===== src/rtl/bht_access_ctrl.sv =====
// Branch history table port sequencer: INIT sweep, lookup/update arbitration,
// queued saturating read-modify-write of 2-bit counters on a single-port RAM.
// Ports: clk/reset (async active-low); lookup_* in, pred_* out (IF side);
// upd_* in/upd_ready out (EX side); busy, q_count status; tbl_* RAM port.
module bht_access_ctrl #(
  parameter int         IDX_W    = 6,
  parameter int         QDEPTH   = 4,
  parameter logic [1:0] INIT_CNT = 2'b01
) (
  input  logic                      clk,
  input  logic                      reset,
  input  logic                      lookup_valid,
  input  logic [IDX_W-1:0]          lookup_idx,
  output logic                      lookup_ready,
  output logic                      pred_valid,
  output logic                      pred_taken,
  input  logic                      upd_valid,
  input  logic [IDX_W-1:0]          upd_idx,
  input  logic                      upd_taken,
  output logic                      upd_ready,
  output logic                      busy,
  output logic [$clog2(QDEPTH):0]   q_count,
  output logic [IDX_W-1:0]          tbl_addr,
  output logic                      tbl_re,
  output logic                      tbl_we,
  output logic [1:0]                tbl_wdata,
  input  logic [1:0]                tbl_rdata
);

  localparam int QW = $clog2(QDEPTH);
  localparam logic [QW:0] QFULL = (QW+1)'(QDEPTH);

  typedef enum logic [1:0] {
    S_INIT,
    S_IDLE,
    S_URD,
    S_UWR
  } st_t;

  st_t              st, st_nx;
  logic [IDX_W-1:0] init_ptr;
  logic [IDX_W-1:0] q_idx [QDEPTH];
  logic [QDEPTH-1:0] q_dir;
  logic [QW-1:0]    wr_ptr, rd_ptr;
  logic [QW:0]      cnt;
  logic [IDX_W-1:0] op_idx;
  logic             op_dir;
  logic [1:0]       op_cnt;
  logic             pv_q;
  logic             full, empty;
  logic             push, pop, lk_go;
  logic [1:0]       sat_cnt;

  assign full  = (cnt == QFULL);
  assign empty = (cnt == '0);

  assign upd_ready    = (st != S_INIT) && !full;
  assign lookup_ready = (st == S_IDLE) && !full;
  assign busy         = (st == S_INIT);
  assign q_count      = cnt;

  assign push  = upd_valid && upd_ready;
  assign lk_go = lookup_valid && lookup_ready;
  // A full queue steals the port; otherwise lookups have priority.
  assign pop   = (st == S_IDLE) && !empty
               && (full || !lookup_valid);

  assign pred_valid = pv_q;
  assign pred_taken = pv_q & tbl_rdata[1];

  always_comb begin
    sat_cnt = op_cnt;
    unique case (1'b1)
      op_dir && op_cnt != 2'b11:  sat_cnt = op_cnt + 2'd1;
      !op_dir && op_cnt != 2'b00: sat_cnt = op_cnt - 2'd1;
      default:                    sat_cnt = op_cnt;
    endcase
  end

  always_comb begin
    st_nx     = st;
    tbl_addr  = '0;
    tbl_re    = 1'b0;
    tbl_we    = 1'b0;
    tbl_wdata = '0;
    unique case (st)
      S_INIT: begin
        // Gated so no write escapes while reset is held low.
        tbl_we    = reset;
        tbl_addr  = init_ptr;
        tbl_wdata = INIT_CNT;
        if (init_ptr == '1) st_nx = S_IDLE;
      end
      S_IDLE: begin
        if (pop) begin
          tbl_re   = 1'b1;
          tbl_addr = q_idx[rd_ptr];
          st_nx    = S_URD;
        end else if (lk_go) begin
          tbl_re   = 1'b1;
          tbl_addr = lookup_idx;
        end
      end
      S_URD: begin
        tbl_addr = op_idx;
        st_nx    = S_UWR;
      end
      S_UWR: begin
        tbl_we    = 1'b1;
        tbl_addr  = op_idx;
        tbl_wdata = sat_cnt;
        st_nx     = S_IDLE;
      end
      default: st_nx = S_INIT;
    endcase
  end

  always_ff @(posedge clk or negedge reset) begin
    if (!reset) begin
      st       <= S_INIT;
      init_ptr <= '0;
      wr_ptr   <= '0;
      rd_ptr   <= '0;
      cnt      <= '0;
      pv_q     <= 1'b0;
      op_idx   <= '0;
      op_dir   <= 1'b0;
      op_cnt   <= '0;
    end else begin
      st   <= st_nx;
      pv_q <= lk_go;
      cnt  <= cnt + (QW+1)'(push) - (QW+1)'(pop);
      if (st == S_INIT) init_ptr <= init_ptr + 1'b1;
      if (push) wr_ptr <= wr_ptr + 1'b1;
      if (pop) begin
        rd_ptr <= rd_ptr + 1'b1;
        op_idx <= q_idx[rd_ptr];
        op_dir <= q_dir[rd_ptr];
      end
      if (st == S_URD) op_cnt <= tbl_rdata;
    end
  end

  // Queue storage needs no reset; occupancy is tracked by cnt.
  always_ff @(posedge clk) begin
    if (push) begin
      q_idx[wr_ptr] <= upd_idx;
      q_dir[wr_ptr] <= upd_taken;
    end
  end

endmodule

===== config.mk =====
export PLATFORM = sky130hd
export DESIGN_NAME = bht_access_ctrl
export DESIGN_NICKNAME = d
export VERILOG_FILES = /design/src/rtl/bht_access_ctrl.sv
export SDC_FILE = /design/constraint.sdc
export NUM_CORES = 1
export LEC_CHECK = 0
export BUFFER_PORTS_ARGS = -buffer_cell sky130_fd_sc_hd__buf_4
export CORE_MARGIN = 8
export CORE_UTILIZATION = 56
export CTS_CLUSTER_SIZE = 25
export DETAILED_ROUTE_END_ITERATION = 7
export GPL_TIMING_DRIVEN = 0
export PLACE_DENSITY = 0.9
export SLEW_MARGIN = 20
export SYNTH_ARGS = -nofsm -noshare
export SYNTH_HDL_FRONTEND = slang
export SYNTH_SLANG_ARGS = --single-unit

===== constraint.sdc =====
create_clock -name clk -period 2.95 [get_ports clk]
set_clock_uncertainty 0.15 [all_clocks]
set_input_delay 0.4425 -clock clk [delete_from_list [all_inputs] [get_ports clk]]
set_output_delay 0.4425 -clock clk [all_outputs]
set_load 0.05 [all_outputs]

======== After elaboration in Yosys (flattened, before gate mapping) ========
Memory sizes are Yosys's and may differ from the RTL's.
Cells that the tools add are included.
cells by class
  bitwise gates (word level) .............. 1
  reductions and logical operators ........ 20
  add/subtract/negate cells ............... 7
  magnitude comparators ................... 3
  muxes and demuxes ....................... 19
  equal/unequal tests ..................... 8
operators by type and width
  operator                                                               number
  6-bit one-hot mux with 3 select lines                                  1
  6-bit two-way mux                                                      2
  1-bit logical AND                                                      9
  2-bit one-hot mux with 2 select lines                                  2
  2-bit one-hot mux with 4 select lines                                  1
  1-bit two-way mux                                                      7
  2-bit by 1-bit adder with 2-bit output, second input constant          3
  6-bit by 1-bit adder with 6-bit output, second input constant          1
  6-bit == test, second input constant                                   1
  2-bit by 3-bit < comparator with 1-bit output, second input constant   2
  4-bit bitwise mux                                                      1
  2-bit == test, second input constant                                   2
  1-bit zero test                                                        4
  2-bit two-way mux                                                      2
  2-bit != test, second input constant                                   2
  2-bit nonzero test                                                     2
  3-bit by 1-bit adder with 3-bit output                                 1
  3-bit == test, second input constant                                   1
  3-bit zero test                                                        1
  3-bit by 1-bit subtractor with 3-bit output                            1
  1-bit binary-select mux with 2-bit select                              1
  1-bit demux with 2-bit select                                          1
  2-bit by 1-bit == test with 1-bit output, second input constant        1
  2-bit by 1-bit >= comparator with 1-bit output, second input constant  1
  8 further kinds                                                        8
word-level totals
  memories kept ........................... 1
  word-level logic and storage cells ...... 69
  bits in registers ....................... 29
  bits in writable memories ............... 24
  output and inout bits ................... 18
  input bits .............................. 19
memories
  memory  depth  bits a word  read ports  clocked after memory_dff  write ports  line  source
  q_idx   4      6            1           0                         1            42    logic [IDX_W-1:0] q_idx [QDEPTH];

======== Longest topological paths before layout ========
Gate-level depths: netlist (run 1).
  depth in word-level cells ............... 7
  depth in mapped cells ................... 11

======== Least setup slack after synthesis (run 1) ========
Ideal clock, no wire load.
  path type ............................... reg2out
  start point ............................. register st[0]
  end point ............................... output tbl_addr[1]
  required time ........................... 2.358 ns
  stages on the path, launching flop included .. 7
  path slack .............................. -0.106 ns
  arrival ................................. 2.464 ns
  cells stage by stage .................... dfrtp_1 > inv_1 > ha_1 > clkbuf_1 > buf_2 > a221oi_2 > a21oi_1
RTL lines
  item                                   line  source
  start: declaration                     40    st_t st, st_nx;
  start signal: assignment               130   st <= st_nx;
  2-bit zero test                        n/a
  named net busy                         21    output logic busy,
  6-bit one-hot mux with 3 select lines  86    unique case (st)
  end: declaration                       23    output logic [IDX_W-1:0] tbl_addr,
The timed path passes the listed nets, and every way through them passes these cells.

======== Worst setup path after layout (run 1) ========
  start point ............................. register st[0]
  end point ............................... output tbl_addr[5]
on the way
  longest elaborated chain between the ends .. 6
RTL lines
  item                                       line        source
  2-bit by 1-bit == test with 1-bit output   58, 65, 86
  1-bit logical AND                          58          assign lookup_ready = (st == S_IDLE) && !full;
  1-bit logical AND                          63          assign lk_go = lookup_valid && lookup_ready;
  6-bit two-way mux                          99          end else if (lk_go) begin
  6-bit two-way mux                          95          if (pop) begin
  6-bit one-hot mux with 3 select lines (*)  86
Every way passes the cells marked *; elsewhere a longest branch is shown, timed or not.

==> results of run 1 <==
## routing by layer
metal	global-route usage, %	up-vias	wire (um)
met5	0	-	0
met3	3.14	6	253
li1	-	710	-
met4	7.37	0	55
met1	18.7	735	1970
met2	23.0	35	2270
## logic make-up (layout without fill, tap and decap cells)
family | count (synthesis) | in the layout | synth area share (%)
compound gates | 25 | 25 | 8.00
xor+xnor | 10 | 10 | 3.54
fa+ha+maj | 15 | 15 | 7.69
buf+inv | 23 | 68 | 4.00
flops | 53 | 53 | 59.3
mux | 13 | 13 | 9.06
simple gates | 36 | 36 | 8.40
## cell type report
type | instances | area share (%)
clock buffers | 5 | 2.34
inverters | 15 | 1.92
repair buffers | 37 | 9.55
clock inverters | 3 | 0.980
multi-input cells | 99 | 31.5
flip-flops and latches | 53 | 50.0
well taps | 52 | 2.22
plain buffers | 8 | 1.49
## sequential cells by signal, summed over array words and instances (netlist names)
register,flops
op_dir,1
op_cnt,2
rd_ptr,2
q_idx,24
st,2
q_dir,4
init_ptr,6
wr_ptr,2
q_count,3
pred_valid,1
op_idx,6
## per-stage QoR
step	setup slack (ns)	hold slack, ns	std cells	utilization, %
detailed placement	0.284	0.215	263	65.8
floorplan	0.00887	-0.00309	175	-
global placement	0.367	0.215	263	65.8
CTS	0.0639	0.161	272	68.3
finish	0.190	0.169	272	68.4
global route	0.0471	0.151	272	68.4
## Yosys cell counts, drive strengths merged
cell type,number
buf,6
clkbuf,2
nand4,2
a221oi,6
o21ai,8
dfrtp,25
and3,6
ha,12
nand2,10
or3b,1
nand3,1
a22o,1
o311a,1
maj3,2
mux2i,1
o31ai,1
mux4,7
xor2,3
nor2,3
and3b,1
or2,2
and2,3
fa,1
nor2b,7
inv,15
xnor2,7
mux2,5
edfxtp,28
a21oi,8
## timing repair
action	4_1_cts	5_1_grt
hold buffers	1	0
endpoints found under the setup margin	0	7
gates resized for setup	0	2
endpoints found under the hold margin	25	0
## worst min-delay path by stage
stage	start	end	slack [ns]	depth (start not counted)
CTS	upd_idx[5]	q_idx[3][5]	0.16	1
detailed placement	reset	init_ptr[3]	0.22	1
finish	upd_idx[5]	q_idx[3][5]	0.17	1
global placement	reset	init_ptr[4]	0.21	1
floorplan	reset	init_ptr[0]	-0.003	0
global route	upd_idx[5]	q_idx[3][5]	0.15	1
==> reports/metrics.yaml, run 1 <==
outcome:
  status: "finished clean"
placed_design:
  hpwl_mm: 3.41
  placed_area_um2: 2830
  place.gp.congestion: 0.767
  port_buffers: 36
setup_path:
  cp_num_buf_inv: 3
  critPathMaxFanout: 6
  crit_cells: 7
  slowest_stage: "dfrtp_1"
  rr_endpoint: "q_count[2]"
  reg2reg_depth: 11
  cpPeakStageDelay_ns: 0.42
  cp-startpoint: "st[0]"
  cpLargestDelayFamily: "buffers and inverters"
  worstReg2RegStart: "st[1]"
  worstSetupEndpointType: "output port"
  path_class: "reg2out"
  crit_chain: "inv_1 > ha_1 > or2_2 > buf_1 > a221oi_2 > a21oi_2 > buf_4"
  r2r_slack_ns: 0.26
  endpoint: "tbl_addr[5]"
  start_kind: "register"
  cp_data_arrival_time_ns: 2.17
  crit_required_ns: 2.36
logic_synthesis:
  synth_seq_cells: 53
  yosys.area.top_type: "edfxtp_1"
  synth.top_cell.area_share_pct: 34.0
  syn_inst: 175
  synth_area_leaders: "edfxtp_1, dfrtp_1, mux4_2"
  synth_cell_types: 34
  synth_nets: 207
  yosys_warnings: 0
  avgSynthCellArea_um2: 14.1
  syn-cell-area_um2: 2470
  seq_area_frac_synth_pct: 59.3
sta:
  hold_viol: 0
  final_max_slew_viol_count: 0
  rsz0062_at_grt: "false"
  worst_pin_slew_ns: 0.489
  fmax_ghz: 0.362
  finalSetupTns_ns: 0
  slew_headroom_pct: 67.4
  fin_crit_ns: 2.76
  fin_crit_sh_pct: 93.6
  setup_violations: 0
die:
  die_w_um: 82.4
  die_h_um: 82.4
  io_pins: 37
  start_util_pct: 57.6
  coreArea_um2: 4290
  std_cell_rows: 24
  die-area_um2: 6800
detailed_routing:
  firstDrtPassIters: 4
  drc: 0
  wl_per_cell_um: 16.7
  detailroute.via_count: 1486
  drt_iter0_drc: 88
  postRouteWirelength_mm: 4.55
  ant_nets: 0
  vias_per_cell: 5.46
cells_and_area:
  finalNetCount: 251
  fin_area_um2: 2940
  multi_input_area_um2: 926
  drive_above_1_share_pct: 35.9
  final_common_cell: "buf_4"
  fillers: 299
  final_cell_mix: "buf_4, edfxtp_1, dfrtp_1"
  antenna_cells: 0
  regArea_um2: 1470
  area_delta_synth_final_pct: 18.7
clock_tree:
  clock_sinks: 53
  cts_root_buf: "clkbuf_8"
  htree_levels: 2
  insertion_delay_ns: 0.31
  clk_pin_slew_ns: 0.10
  cts_tree: "yes"
  postCtsSetupRepairBufs: 0
  clockBufferDepth: 2
  cts_buffers: 5
min_path:
  hold_class: "in2reg"
grt:
  grt_max_degree: 27
  grt.overflow.total: 0
  grt.total_usage_pct: 14.6
  grt_pass1_vias: 1561
  antenna_found_initial: 0
  grt_pass1_wl_mm: 7.47
flow_run:
  maxCapViolCount: 0
Power of run 1 is left out: the tool's default activity adds up to more than one toggle a clock period on the data nets, which glitch-free logic cannot reach.
==> run 2, diff against run 1 <==
Settings changed: CORE_UTILIZATION 56 to 55, PLACE_DENSITY 0.9 to 0.88.
==> run 2 against run 1 <==
Against the previous run: sequential share of layout area fell by 0.23 points; register-to-register slack improved by 0.05 ns; global-route usage fell by 1.1 points; fmax fell by 0.22%; cell count did not move; routed wire length fell by 1.3%; count of clock-buffer cells in the layout rose by 1.
==> reports/metrics.yaml, run 2 (synthesis gave the netlist of run 1 again) <==
outcome:
  status: "finished clean"  # unchanged
detailed_routing:
  vias_per_cell: 5.44  # was 5.46
  postRouteWirelength_mm: 4.49  # was 4.55 mm
  detailroute.via_count: 1480  # was 1486
  drt_iter0_drc: 92  # was 88
  drc: 0  # unchanged
  ant_nets: 0  # unchanged
  wl_per_cell_um: 16.5  # was 16.7 um
  firstDrtPassIters: 5  # was 4
sta:
  slew_headroom_pct: 67.7  # was 67.4%
  setup_violations: 0  # unchanged
  timing.final.ws_setup_ns: 0.184  # was 0.190 ns
  finalSetupTns_ns: 0  # unchanged
  fmax_ghz: 0.361  # was 0.362 GHz
  final_max_slew_viol_count: 0  # unchanged
  rsz0062_at_grt: "false"  # unchanged
  fin_crit_sh_pct: 93.8  # was 93.6%
  fin_crit_ns: 2.77  # was 2.76 ns
  hold_viol: 0  # unchanged
  worst_pin_slew_ns: 0.484  # was 0.489 ns
min_path:
  holdPathStages: 1  # unchanged
  hold_class: "in2reg"  # unchanged
  hold-path-endpoint: "q_idx[1][4]"  # was q_idx[3][5]
  holdCritStartpoint: "upd_idx[4]"  # was upd_idx[5]
cells_and_area:
  finalNetCount: 251  # unchanged
  area_delta_synth_final_pct: 19.3  # was 18.7%
  largest_register: "q_idx"  # unchanged
  final_core_util_pct: 67.7  # was 68.4%
  reg_top3: "q_idx: 24 flops, init_ptr: 6 flops, op_idx: 6 flops"  # unchanged
  fin_area_um2: 2950  # was 2940 um2
  antenna_cells: 0  # unchanged
  final_common_cell: "buf_4"  # unchanged
  final_cell_mix: "buf_4, edfxtp_1, dfrtp_1"  # unchanged
  largest_reg_flops: 24  # unchanged
  drive_above_1_share_pct: 35.5  # was 35.9%
clock_tree:
  clockBufferDepth: 2  # unchanged
  htree_levels: 2  # unchanged
  insertion_delay_ns: 0.30  # was 0.31 ns
  cts_buffers: 5  # unchanged
  cts_root_buf: "clkbuf_8"  # unchanged
  clk_pin_slew_ns: 0.09  # was 0.10 ns
  cts_tree: "yes"  # unchanged
  postCtsSetupRepairBufs: 0  # unchanged
  clock_sinks: 53  # unchanged
die:
  start_util_pct: 56.8  # was 57.6%
  die-area_um2: 6900  # was 6800 um2
  io_pins: 37  # unchanged
  die_w_um: 83.0  # was 82.4 um
  std_cell_rows: 24  # unchanged
  coreArea_um2: 4350  # was 4290 um2
  die_h_um: 83.0  # was 82.4 um
setup_path:
  rr_endpoint: "q_count[2]"  # unchanged
  worstReg2RegStart: "st[1]"  # unchanged
  worstSetupEndpointType: "output port"  # unchanged
  critPathMaxFanout: 10  # was 6
  r2r_slack_ns: 0.31  # was 0.26 ns
  crit_required_ns: 2.36  # about the same
  cp_data_arrival_time_ns: 2.17  # about the same
  start_kind: "register"  # unchanged
  path_class: "reg2out"  # unchanged
  reg2reg_depth: 11  # unchanged
grt:
  grt.total_usage_pct: 13.5  # was 14.6%
  grt_pass1_vias: 1560  # was 1561
  grt_max_degree: 27  # unchanged
  grt_pass1_wl_mm: 7.62  # was 7.47 mm
  grt.overflow.total: 0  # unchanged
  antenna_found_initial: 0  # unchanged
placed_design:
  placed_area_um2: 2830  # unchanged
  port_buffers: 36  # unchanged
  pre_cts_slack_ns: 0.316  # was 0.284 ns
  place.gp.congestion: 0.769  # was 0.767
  hpwl_mm: 3.37  # was 3.41 mm
flow_run:
  maxCapViolCount: 0  # unchanged
[run 2: worst max path at each step]
stage	from	to	slack, ns
floorplan	st[0]	tbl_we	0.009
global placement	q_count[1]	q_count[2]	0.37
detailed placement	st[1]	q_count[2]	0.32
CTS	st[0]	tbl_addr[1]	0.01
global route	st[0]	tbl_addr[1]	0.04
finish	st[0]	tbl_addr[1]	0.18
[run 2: area by class of cell]
class                      count  area (um2)
inverter                      15        56.3
multi-input combinational     99         926
tap                           52        65.1
sequential                    53        1470
fill                         308        1410
buffer                         8        43.8
timing repair buffer          37         280
clock buffer                   6        72.6
clock inverter                 2        38.8
[run 2: critical path: stages (launching register included)]
cell,delay [ns]
dfrtp_1,0.43
inv_1,0.12
ha_1,0.29
clkbuf_2,0.26
buf_2,0.31
a221oi_2,0.07
a21oi_2,0.18
buf_4,0.22
[run 2: through the flow]
| step | hold slack [ns] | cells |
|---|---|---|
| final | 0.185 | 272 |
| after global routing | 0.176 | 272 |
| after CTS | 0.174 | 272 |
| after detailed placement | 0.217 | 263 |
| after global placement | 0.217 | 263 |
| after floorplan | -0.00309 | 175 |
[run 2: repair_timing]
action	4_1_cts	5_1_grt
hold buffers	1	0
resized for setup	0	2
endpoints found under the setup margin	0	7
endpoints found under the hold margin	25	0
[run 2: per-layer routing]
layer | GRT usage (%) | routed length, um | vias to the layer above
met4 | 5.75 | 61 | 0
met1 | 16.5 | 1990 | 732
met3 | 3.71 | 204 | 5
met2 | 22.0 | 2230 | 31
li1 | - | - | 712
met5 | 0 | 0 | -
Power of run 2 is left out for the same reason.
